**config.mk**
```make
export PLATFORM = sky130hd
export DESIGN_NAME = pwm_fall_detect
export DESIGN_NICKNAME = d
export VERILOG_FILES = /design/src/rtl/pwm_fall_detect.sv
export SDC_FILE = /design/constraint.sdc
export NUM_CORES = 1
export LEC_CHECK = 0
export ABC_AREA = 0
export CAP_MARGIN = 30
export CORE_ASPECT_RATIO = 1.75
export CORE_MARGIN = 8
export CORE_UTILIZATION = 53
export DETAILED_ROUTE_END_ITERATION = 10
export PLACE_DENSITY = 0.82
export REMOVE_ABC_BUFFERS = 1
export SLEW_MARGIN = 20
export SYNTH_ARGS = -nofsm -noshare
export SYNTH_HDL_FRONTEND = slang
export SYNTH_SLANG_ARGS = --single-unit
```
**constraint.sdc**
```tcl
create_clock -name clk -period 2.13 [get_ports clk]
set_clock_uncertainty 0.2 [all_clocks]
set_input_delay 0.426 -clock clk [delete_from_list [all_inputs] [get_ports clk]]
set_output_delay 0.426 -clock clk [all_outputs]
set_load 0.01 [all_outputs]
```
**src/rtl/pwm_fall_detect.sv**
```systemverilog
// pwm_fall_detect: WTA-PWM front end.
// Synchronises PWM inputs and emits per-frame falling-edge pulses.
//
// Ports:
//   clk, rst_n  system clock, async active-low reset
//   i_pwm       asynchronous PWM inputs, one bit per channel
//   i_start     frame request, honoured only in IDLE
//   o_fall      one-cycle fall pulses, at most one per channel per frame
//   o_seen      channels that fell in the current/last frame
//   o_busy      frame in progress (ARM or RUN)
//   o_done      one-cycle pulse at frame end
//   o_timeout   last frame ended on the cycle timer
module pwm_fall_detect #(
    parameter int N_CH        = 8,
    parameter int SYNC_STAGES = 2,
    parameter int TIMEOUT_W   = 8
) (
    input  logic            clk,
    input  logic            rst_n,
    input  logic [N_CH-1:0] i_pwm,
    input  logic            i_start,
    output logic [N_CH-1:0] o_fall,
    output logic [N_CH-1:0] o_seen,
    output logic            o_busy,
    output logic            o_done,
    output logic            o_timeout
);

    typedef enum logic [1:0] {
        IDLE = 2'd0,
        ARM  = 2'd1,
        RUN  = 2'd2,
        DONE = 2'd3
    } state_e;

    localparam logic [TIMEOUT_W-1:0] TMAX = '1;

    state_e state_q, state_d;

    logic [SYNC_STAGES-1:0][N_CH-1:0] sync_q, sync_d;
    logic [N_CH-1:0] prev_q, prev_d;
    logic [N_CH-1:0] fall_q, fall_d;
    logic [N_CH-1:0] seen_q, seen_d;
    logic [TIMEOUT_W-1:0] timer_q, timer_d;
    logic tout_q, tout_d;

    logic [N_CH-1:0] s;
    logic [N_CH-1:0] fall_raw;
    logic [N_CH-1:0] seen_all;
    logic [TIMEOUT_W-1:0] timer_inc;

    // Element 0 takes the raw input; the oldest stage is the clean copy.
    assign s        = sync_q[SYNC_STAGES-1];
    assign fall_raw = prev_q & ~s;
    assign seen_all = seen_q | fall_raw;
    assign timer_inc = timer_q + TIMEOUT_W'(1);

    always_comb begin
        sync_d = {sync_q[SYNC_STAGES-2:0], i_pwm};
        prev_d = s;
    end

    always_comb begin
        state_d = state_q;
        fall_d  = '0;
        seen_d  = seen_q;
        timer_d = timer_q;
        tout_d  = tout_q;
        unique case (state_q)
            IDLE: begin
                if (i_start) begin
                    seen_d  = '0;
                    timer_d = '0;
                    tout_d  = 1'b0;
                    state_d = ARM;
                end
            end
            ARM: begin
                // Wait until every channel is high: start of a period.
                if (&s) begin
                    timer_d = '0;
                    state_d = RUN;
                end else begin
                    timer_d = timer_inc;
                    if (timer_inc == TMAX) begin
                        tout_d  = 1'b1;
                        state_d = DONE;
                    end
                end
            end
            RUN: begin
                fall_d  = fall_raw & ~seen_q;
                seen_d  = seen_all;
                timer_d = timer_inc;
                // All-fallen wins over a timeout on the same cycle.
                if (&seen_all) begin
                    state_d = DONE;
                end else if (timer_inc == TMAX) begin
                    tout_d  = 1'b1;
                    state_d = DONE;
                end
            end
            DONE: begin
                state_d = IDLE;
            end
            default: begin
                state_d = IDLE;
            end
        endcase
    end

    always_ff @(posedge clk or negedge rst_n) begin
        if (!rst_n) begin
            state_q <= IDLE;
            sync_q  <= '0;
            prev_q  <= '0;
            fall_q  <= '0;
            seen_q  <= '0;
            timer_q <= '0;
            tout_q  <= 1'b0;
        end else begin
            state_q <= state_d;
            sync_q  <= sync_d;
            prev_q  <= prev_d;
            fall_q  <= fall_d;
            seen_q  <= seen_d;
            timer_q <= timer_d;
            tout_q  <= tout_d;
        end
    end

    assign o_fall    = fall_q;
    assign o_seen    = seen_q;
    assign o_timeout = tout_q;
    assign o_busy    = (state_q == ARM) || (state_q == RUN);
    assign o_done    = (state_q == DONE);

endmodule

```
## Word-level counts from Yosys, hierarchy flattened

Cells that the tools add are included.

| word-level totals | value |
|---|---|
| output and inout port bits | 19 |
| bits of input ports | 11 |
| word-level logic and storage cells | 45 |
| flip-flop bits (word level) | 51 |

| operators by class | value |
|---|---|
| mux-type cells | 15 |
| equality and inequality tests | 7 |
| bitwise gates (word level) | 5 |
| $add $sub $neg | 1 |
| reduce and logical (&&, ||, !) cells | 9 |

Operators with widths:

| operator | count |
|---|---|
| $mux 8 | 3 |
| $pmux 8 s3 | 1 |
| $and 8x8->8 | 2 |
| $not 8->8 | 2 |
| $pmux 8 s2 | 1 |
| $reduce_and 8->1 | 2 |
| $add 8x1->8 const B | 1 |
| $eq 8x8->1 const B | 1 |
| $mux 2 | 4 |
| $or 8x8->8 | 1 |
| $pmux 2 s4 | 1 |
| $ne 2x2->1 const B | 3 |
| $eq 2x2->1 const B | 2 |
| $mux 1 | 4 |
| $reduce_and 2->1 | 2 |
| $reduce_and 4->1 | 1 |
| $pmux 1 s3 | 1 |
| $reduce_bool 3->1 | 1 |
| $eq 2x1->1 const B | 1 |
| $logic_not 2->1 | 1 |
| $reduce_bool 2->1 | 1 |
| $logic_or 1x1->1 | 1 |

## Longest topological paths before layout

Gate-level depths: netlist of run 1.

| logic depth | value |
|---|---|
| depth after elaboration | 6 |
| mapped depth | 9 |
| depth with buffers taken out | 7 |

## Least setup slack after synthesis of run 1

Ideal clock, no wire load.

| timing | value |
|---|---|
| path type | register to register |
| from | reg state_q[0] |
| to | reg tout_q, in the netlist o_timeout |
| data arrival time | 1.661 ns |
| path slack | 0.149 ns |
| data required time | 1.810 ns |
| library setup time | 0.120 ns |
| stages on the path, launching flop included | 6 |
| clock period less this slack | 1.981 ns |
| path buffers | 0 |
| cell sequence | dfrtp_1 inv_1 ha_1 mux2i_2 and4bb_2 a31o_1 |

| between the ends | value |
|---|---|
| longest elaborated chain between the ends | 3 |
| elaborated cells on any way between the ends | 9 |
| classes of those cells | eq/ne (5); mux (1); reduce/logical (3) |

RTL lines:

| item | line | source |
|---|---|---|
| start: declaration | 38 | `state_e state_q, state_d;` |
| start signal: assignment | 122 | `state_q <= state_d;` |
| $eq 2x2->1, or another cell as far along | 69 | `unique case (state_q)` |
| $ne 2x2->1 (no source line) / $reduce_bool 3->1 (equally long branches) | -- |  |
| $reduce_and 4->1 (no source line) | -- |  |
| end signal: assignment | 128 | `tout_q <= tout_d;` |
| end: declaration | 45 | `logic tout_q, tout_d;` |

Several ways; a longest one is shown, not always the timed one.
A chain may end at the register's enable or synchronous reset.

## Final worst setup path of run 1

| timing | value |
|---|---|
| from | reg state_q[0] |
| to | out o_busy |

| between the ends | value |
|---|---|
| longest elaborated chain between the ends | 2 |
| elaborated cells on any way between the ends | 3 |
| classes of those cells | eq/ne (2); reduce/logical (1) |

RTL lines:

| item | line | source |
|---|---|---|
| $eq 2x1->1 / $eq 2x2->1 (equally long branches) | 135 | `assign o_busy = (state_q == ARM) \|\| (state_q == RUN);` |
| $logic_or 1x1->1 * | 135 |  |
| end: declaration | 24 | `output logic o_busy,` |

Mark *: on every way between the ends. The rest lies on a longest branch, timed or not.

==> results of run 1 <==
routing by layer:
metal / vias up / track usage [%] / routed length [um] / share of wire [%]
met1: 726 / 13.2 / 1460 / 37
met3: 9 / 5.23 / 228 / 5.8
met5: - / 0 / 0 / 0
met4: 0 / 6.91 / 105 / 2.7
li1: 697 / - / - / -
met2: 42 / 23.6 / 2150 / 55
report_power, final:
group | internal, mW | total (mW) | switching (mW) | leakage, nW
combinational | 0.211 | 0.489 | 0.277 | 0.406
sequential | 1.02 | 1.05 | 0.0371 | 0.653
clock | 0.236 | 0.544 | 0.308 | 0.0418
worst max-delay path: stages, from the launching register on:
cell           delay, ns
dfrtp_1             0.39
inv_1               0.11
ha_1                0.25
dlygate4sd2_1       0.29
timing repair:
action                                  CTS  global route
endpoints found under the setup margin    2             0
gates resized for setup                   2             0
endpoints found under the hold margin    51             0
hold buffers                              1             0
buffers inserted                          1             0
cells in the mapped netlist, drive strengths merged, types with 3 or more instances:
cell    n
buf     4
o21ai  10
nand4   4
a21oi  19
nor3    3
inv     8
nor2   14
ha      7
nand2  12
nor2b   7
nand3   3
xor2    3
dfrtp  51
o22ai   4
nor3b   7
cells in the final DEF, fill, tap and decap left out, drive strengths merged, types with 7 or more instances in the layout:
cell type / n
nand2: 12
clkdlybuf4s50: 26
buf: 10
a21oi: 19
o21ai: 10
nor3b: 7
nor2: 14
ha: 7
dfrtp: 51
inv: 9
nor2b: 7
through the flow:
stage	hold slack [ns]	instance area, um2
final	0.154	2560
after detailed placement	0.136	2460
after floorplan	-0.0696	2040
after global placement	0.132	2460
after CTS	0.157	2560
after global routing	0.165	2560
cells by family (layout without fill, tap and decap cells):
logic type	after synthesis	count (layout)
AND/OR/NAND/NOR	57	57
flip-flops	51	51
AO/OA/AOI/OAI	42	42
buffers and inverters	12	55
adder cells (fa/ha/maj)	7	7
XOR/XNOR	5	5
multiplexers	3	3
sequential cells by signal (all words and copies together), names as in the netlist:
signal     flops
o_fall         8
prev_q         8
state_q        2
prev_d         8
sync_d         8
o_timeout      1
timer_q        8
o_seen         8
worst max path at each step:
stage / startpoint / end / slack, ns / cells past startpoint
final: state_q[0]$_DFFE_PN0P_ / o_busy / 0.18 / 3
after CTS: state_q[0]$_DFFE_PN0P_ / o_busy / 0.17 / 3
after floorplan: state_q[0]$_DFFE_PN0P_ / o_timeout$_DFFE_PN0P_ / 0.14 / 5
after global placement: i_start / timer_q[5]$_DFFE_PN0P_ / 0.06 / 6
after detailed placement: i_start / timer_q[5]$_DFFE_PN0P_ / 0.03 / 6
after global routing: prev_d[3]$_DFF_PN0_ / timer_q[2]$_DFFE_PN0P_ / 0.06 / 5
cell type report:
cell class,instances,area [um2],share of cell area [%]
Tap cell,48,60.1,2.34
Clock inverter,2,16.3,0.635
Multi-Input combinational cell,114,734,28.7
Timing Repair Buffer,39,373,14.6
Clock buffer,6,72.6,2.83
Inverter,8,30.0,1.17
Sequential cell,51,1280,49.8
==> summary.md, run 1 <==
| Metric | Value |
|---|---|
| Post-synth EDFFs | 0 |
| Max-Cap Viols | 0 |
| Worst Hold Launch | sync_d[12]$_DFF_PN0_ |
| Die W | 63.2 um |
| Setup WS pre-CTS | 0.0264 ns |
| Primary FF master, synth | dfrtp_1 |
| Root Buffer | clkbuf_8 |
| Simple-gate portion of the synthesized area | 15.3% |
| Final HPWL DP | 2960 um |
| Non-Filler Instances | 268 |
| Synthesized-area fraction occupied by adder cells | 4.23% |
| DRT Wirelength | 3940 um |
| Crit. End Element | primary output |
| GRT overflow | 0 |
| Status | finished clean |
| Post-synthesis register bit count | 51 |
| Vias in the first global route | 1569 |
| Core ar. | 3830 um2 |
| I/O Pins | 30 |
| Combinational family with the most area after synthesis | simple AND/OR/NAND/NOR gates |
| GPL Wtd Cong | 0.855 |
| Reg clk slew, reported paths | 0.09 ns |
| CTS sink cnt | 51 |
| Startpoint types | register |
| Nets | 237 |
| Rel. slew slack | 64.9% |
| Fraction of registers with async set/reset | 100% |
| Layout Area Growth over Synthesis | 23.9% |
| Final Hold Vio Count | 0 |
| Die Y | 98.6 um |
| Final setup violation count | 0 |
| Largest net degree at the start of global routing | 52 |
| CTS tree | yes |
| Initial core utilization | 54.0% |
| Iteration-0 DRC Markers | 69 |
| Hold Crit Depth | 0 |
| Post-Synthesis Cell Area | 2070 um2 |
| P per Cell Area | 815 nW/um2 |
| Fmax | 513 MHz |
| DP Cell Count | 258 |
| Crit path kind | register to primary output |
| Static Leak | 1.10 nW |
| WL/cell | 14.7 um |
| Arr. time, crit path | 1.32 ns |
| FF-to-FF End | o_timeout$_DFFE_PN0P_ |
| Antenna violations before repair | 0 |
| Hold EP | prev_d[4]$_DFF_PN0_ |
| Type of the worst min-delay path | register to register |
| Min cycle time layout | 1.95 ns |
| Synth Warn # | 0 |
| Largest cells by area after synthesis | dfrtp_1 (62%), a21oi_1 (4.6%), ha_1 (4.2%) |
| Top cell type's share of synthesized area | 61.7% |
| Fill count | 314 |
| First-pass GRT wire length | 6850 um |
| Yosys top cell by area | dfrtp_1 |
| DRC viols | 0 |
| Cells after Synth | 177 |
| I/O Buffers | 29 |
| PnR worst setup slack | 0.179 ns |
| Num CTS Buffers | 5 |
| DIE AREA | 6240 um2 |
| Worst Tran Pin Value | 0.520 ns |
| Xor and xnor area share after synthesis | 2.12% |
| Avg Cell Area, Syn | 11.7 um2 |
| Antenna Nets Post-Route | 0 |
| Worst-Skew Late Latency | 0.30 ns |
| Setup_tns | 0 ns |
| Via-to-Cell Ratio | 5.50 |
| Drt first pass iters | 4 |
| Power Total | 2.09 mW |
| R2r startpoint | state_q[0]$_DFFE_PN0P_ |
| Reg2Reg Depth | 6 |
| Synth cell types | 41 |
| RSZ-0062 raised after global routing | no |
| Period utilisation layout | 91.6% |
| Reg2reg setup slack | 0.20 ns |
| ANT cells | 0 |
| Layout cells sized above 1 | 11.4% |
| Data required, critical path | 1.50 ns |
| Post-synthesis compound-gate area fraction | 12.2% |
| Critical Path Fanout Max | 3 |
| CTS HTree Levels | 2 |
| Max rail drop VDD | 0.000558 V |
| DR vias | 1474 |
| Clock Tree Buf Depth | 2 |
| GRT Util Overall | 13.4% |
| Seq/Total Area, Yosys | 61.7% |
| Fin util | 66.9% |
| Max Slew Vio Count | 0 |
| Mux contribution to synthesized area | 1.69% |
| Row cnt | 30 |
(Power assumes the default switching activity.)
==> inputs of run 2 (changes only) <==
--- a/config.mk
+++ b/config.mk
@@ -12,5 +12,5 @@
 export CORE_UTILIZATION = 53
 export DETAILED_ROUTE_END_ITERATION = 10
-export PLACE_DENSITY = 0.82
+export PLACE_DENSITY_LB_ADDON = 0.1
 export REMOVE_ABC_BUFFERS = 1
 export SLEW_MARGIN = 20
==> constraint.sdc (replaced) <==
create_clock -name clk -period 2.13 [get_ports clk]
set_clock_uncertainty 0.2 [all_clocks]
set_input_delay 0.3195 -clock clk [delete_from_list [all_inputs] [get_ports clk]]
set_output_delay 0.3195 -clock clk [all_outputs]
set_load 0.01 [all_outputs]
==> run 2 against run 1 <==
  * Via count fell by 2.1%
  * Utilization fell by 0.065 points
  * First-iteration DRC count fell by 45%
  * Die area did not move
  * Routed wire length rose by 1.3%
  * Total power rose by 0.90%
  * Register-to-register slack improved by 0.09 ns
  * Maximum frequency fell by 3.6%
  * Critical endpoint is now o_done
==> summary.md, run 2 (same netlist as run 1, synthesis figures left out) <==
| Metric | Value |
|---|---|
| Status | finished clean |
| Most common cell after layout, fill and taps aside | dfrtp_1 |
| Startpoint types | register |
| Clock Tree Buf Depth | 2 (unchanged) |
| Reg2Reg Depth | 6 (unchanged) |
| Area occupied by multi-input gates | 737 um2 (+0.34%) |
| CTS sink cnt | 51 (unchanged) |
| Critical path cell sequence | buf_4 -> ha_1 -> clkdlybuf4s50_1 |
| DIE AREA | 6240 um2 (unchanged) |
| Largest net degree at the start of global routing | 34 (-35%) |
| Reg2reg setup slack | 0.29 ns (+0.09 ns) |
| Initial core utilization | 54.0% (unchanged) |
| Vias in the first global route | 1503 (-4.2%) |
| Power Total | 2.11 mW (+0.90%) |
| Worst-Skew Late Latency | 0.30 ns (about the same) |
| DP Cell Count | 259 (+0.39%) |
| Data required, critical path | 1.61 ns (+0.11 ns) |
| RSZ-0062 raised after global routing | no |
| Met2 Use GR | 23.6% (+0.079 points) |
| WL/cell | 14.9 um (+1.3%) |
| GPL Wtd Cong | 0.842 (-1.6%) |
| Static Leak | 1.10 nW (-0.29%) |
| Type of the worst min-delay path | register to register |
| Arr. time, crit path | 1.50 ns (+0.18 ns) |
| Die Y | 98.6 um (unchanged) |
| Max Slew Vio Count | 0 (unchanged) |
| Non-Filler Instances | 268 (unchanged) |
| Crit. End Element | primary output |
| ANT cells | 0 (unchanged) |
| Antenna Nets Post-Route | 0 (unchanged) |
| Worst Hold Launch | sync_d[13]$_DFF_PN0_ |
| DRT Wirelength | 3990 um (+1.3%) |
| Top delay family on crit path | buffers and inverters |
| Drt first pass iters | 4 (unchanged) |
| DRC viols | 0 (unchanged) |
| Bufs and invs on worst path | 2 (unchanged) |
| First-pass GRT wire length | 6860 um (+0.10%) |
| Routing usage on met3 | 3.64% (-1.6 points) |
| Iteration-0 DRC Markers | 38 (-45%) |
| Critical Path Fanout Max | 4 (+1) |
| Core ar. | 3830 um2 (unchanged) |
| Antenna violations before repair | 0 (unchanged) |
| Max-Cap Viols | 0 (unchanged) |
| Layout Area Growth over Synthesis | 23.8% (about the same) |
| CP max stage delay | 0.49 ns (+0.10 ns) |
| Root Buffer | clkbuf_8 |
| Reg area | 1280 um2 (unchanged) |
| Final setup violation count | 0 (unchanged) |
| Min cycle time layout | 2.02 ns (+0.0734 ns) |
| Most frequent cells in the layout | dfrtp_1 (51), clkdlybuf4s50_1 (27), a21oi_1 (19), nor2_1 (14), nand2_1 (10) |
| Num CTS Buffers | 5 (unchanged) |
| DR vias | 1443 (-2.1%) |
| I/O Pins | 30 (unchanged) |
| Final Hold Vio Count | 0 (unchanged) |
| Rel. slew slack | 54.1% (-11 points) |
| Final HPWL DP | 3120 um (+5.2%) |
| Fill count | 313 (-0.32%) |
| CTS tree | yes |
| Nets | 237 (unchanged) |
| Met1 usage | 14.3% (+1.1 points) |
| FF-to-FF End | timer_q[5]$_DFFE_PN0P_ |
| Die W | 63.2 um (unchanged) |
| GRT overflow | 0 (unchanged) |
| I/O Buffers | 29 (unchanged) |
| Setup_tns | 0 ns (unchanged) |
| Reg clk slew, reported paths | 0.09 ns (about the same) |
| R2r startpoint | state_q[1]$_DFFE_PN0P_ |
| Hold Crit Depth | 0 (unchanged) |
| Worst Tran Pin Value | 0.688 ns (+0.168 ns) |
| Hold EP | prev_d[5]$_DFF_PN0_ |
| Crit path kind | register to primary output |
| Critical Path Slowest Stage Cell | clkdlybuf4s50_1 |
| GRT Util Overall | 13.4% (+0.014 points) |
| Period utilisation layout | 95.0% (+3.4 points) |
| Busiest grt layer | met2 |
| Via-to-Cell Ratio | 5.38 (-2.1%) |
| Max rail drop VDD | 0.000600 V (+7.5%) |
| Row cnt | 30 (unchanged) |
| CTS HTree Levels | 2 (unchanged) |
| Layout cells sized above 1 | 12.3% (+0.91 points) |
| P per Cell Area | 823 nW/um2 (+1.0%) |
| Fmax | 494 MHz (-3.6%) |
## run 2: report_power, final
part / switching, mW / total (mW) / internal [mW]
Combinational: 0.277 / 0.486 / 0.209
Sequential: 0.0375 / 1.06 / 1.02
Clock: 0.323 / 0.565 / 0.242
## run 2: how the worst max path moves through the flow
stage,start,end,depth (start not counted)
2_1_floorplan,state_q[0]$_DFFE_PN0P_,o_timeout$_DFFE_PN0P_,5
3_3_place_gp,i_start,timer_q[5]$_DFFE_PN0P_,6
3_5_place_dp,i_start,timer_q[5]$_DFFE_PN0P_,6
4_1_cts,state_q[0]$_DFFE_PN0P_,o_done,3
5_1_grt,state_q[0]$_DFFE_PN0P_,o_done,3
6_report,state_q[0]$_DFFE_PN0P_,o_done,3
## run 2: layer usage
metal | wire [um] | up-vias
met2 | 2110 | 38
met5 | 0 | -
li1 | - | 700
met4 | 113 | 0
met3 | 212 | 12
met1 | 1560 | 693
## run 2: per-stage QoR
stage | utilization (%) | setup slack (ns) | hold WS, ns | instance area (um2)
detailed placement | 64.1 | 0.138 | 0.136 | 2450
CTS | 66.9 | 0.0862 | 0.159 | 2560
global placement | 64.1 | 0.184 | 0.132 | 2450
floorplan | - | 0.144 | -0.176 | 2040
global route | 66.9 | 0.0317 | 0.169 | 2560
finish | 66.9 | 0.106 | 0.156 | 2560
## run 2: repair_timing
item                                    CTS  global route
setup buffers                             0             0
resized for setup                         2             0
endpoints found under the setup margin    1             0
hold buffers                              1             0
hold endpoints to repair                 31             0
## run 2: worst reg2reg max path, cell delays in order (launching register included)
cell	delay, ns
dfrtp_1	0.39
inv_1	0.10
ha_1	0.20
o21ai_0	0.20
a21o_4	0.30
or3_1	0.31
o21ai_1	0.08
## run 2: final cells by class
cell class                      instances  area share [%]
Sequential cell                        51            49.9
Multi-Input combinational cell        114            28.8
Timing Repair Buffer                   39            14.1
Clock buffer                            5            2.69
Tap cell                               48            2.35
Inverter                                8            1.17
Clock inverter                          3            1.03
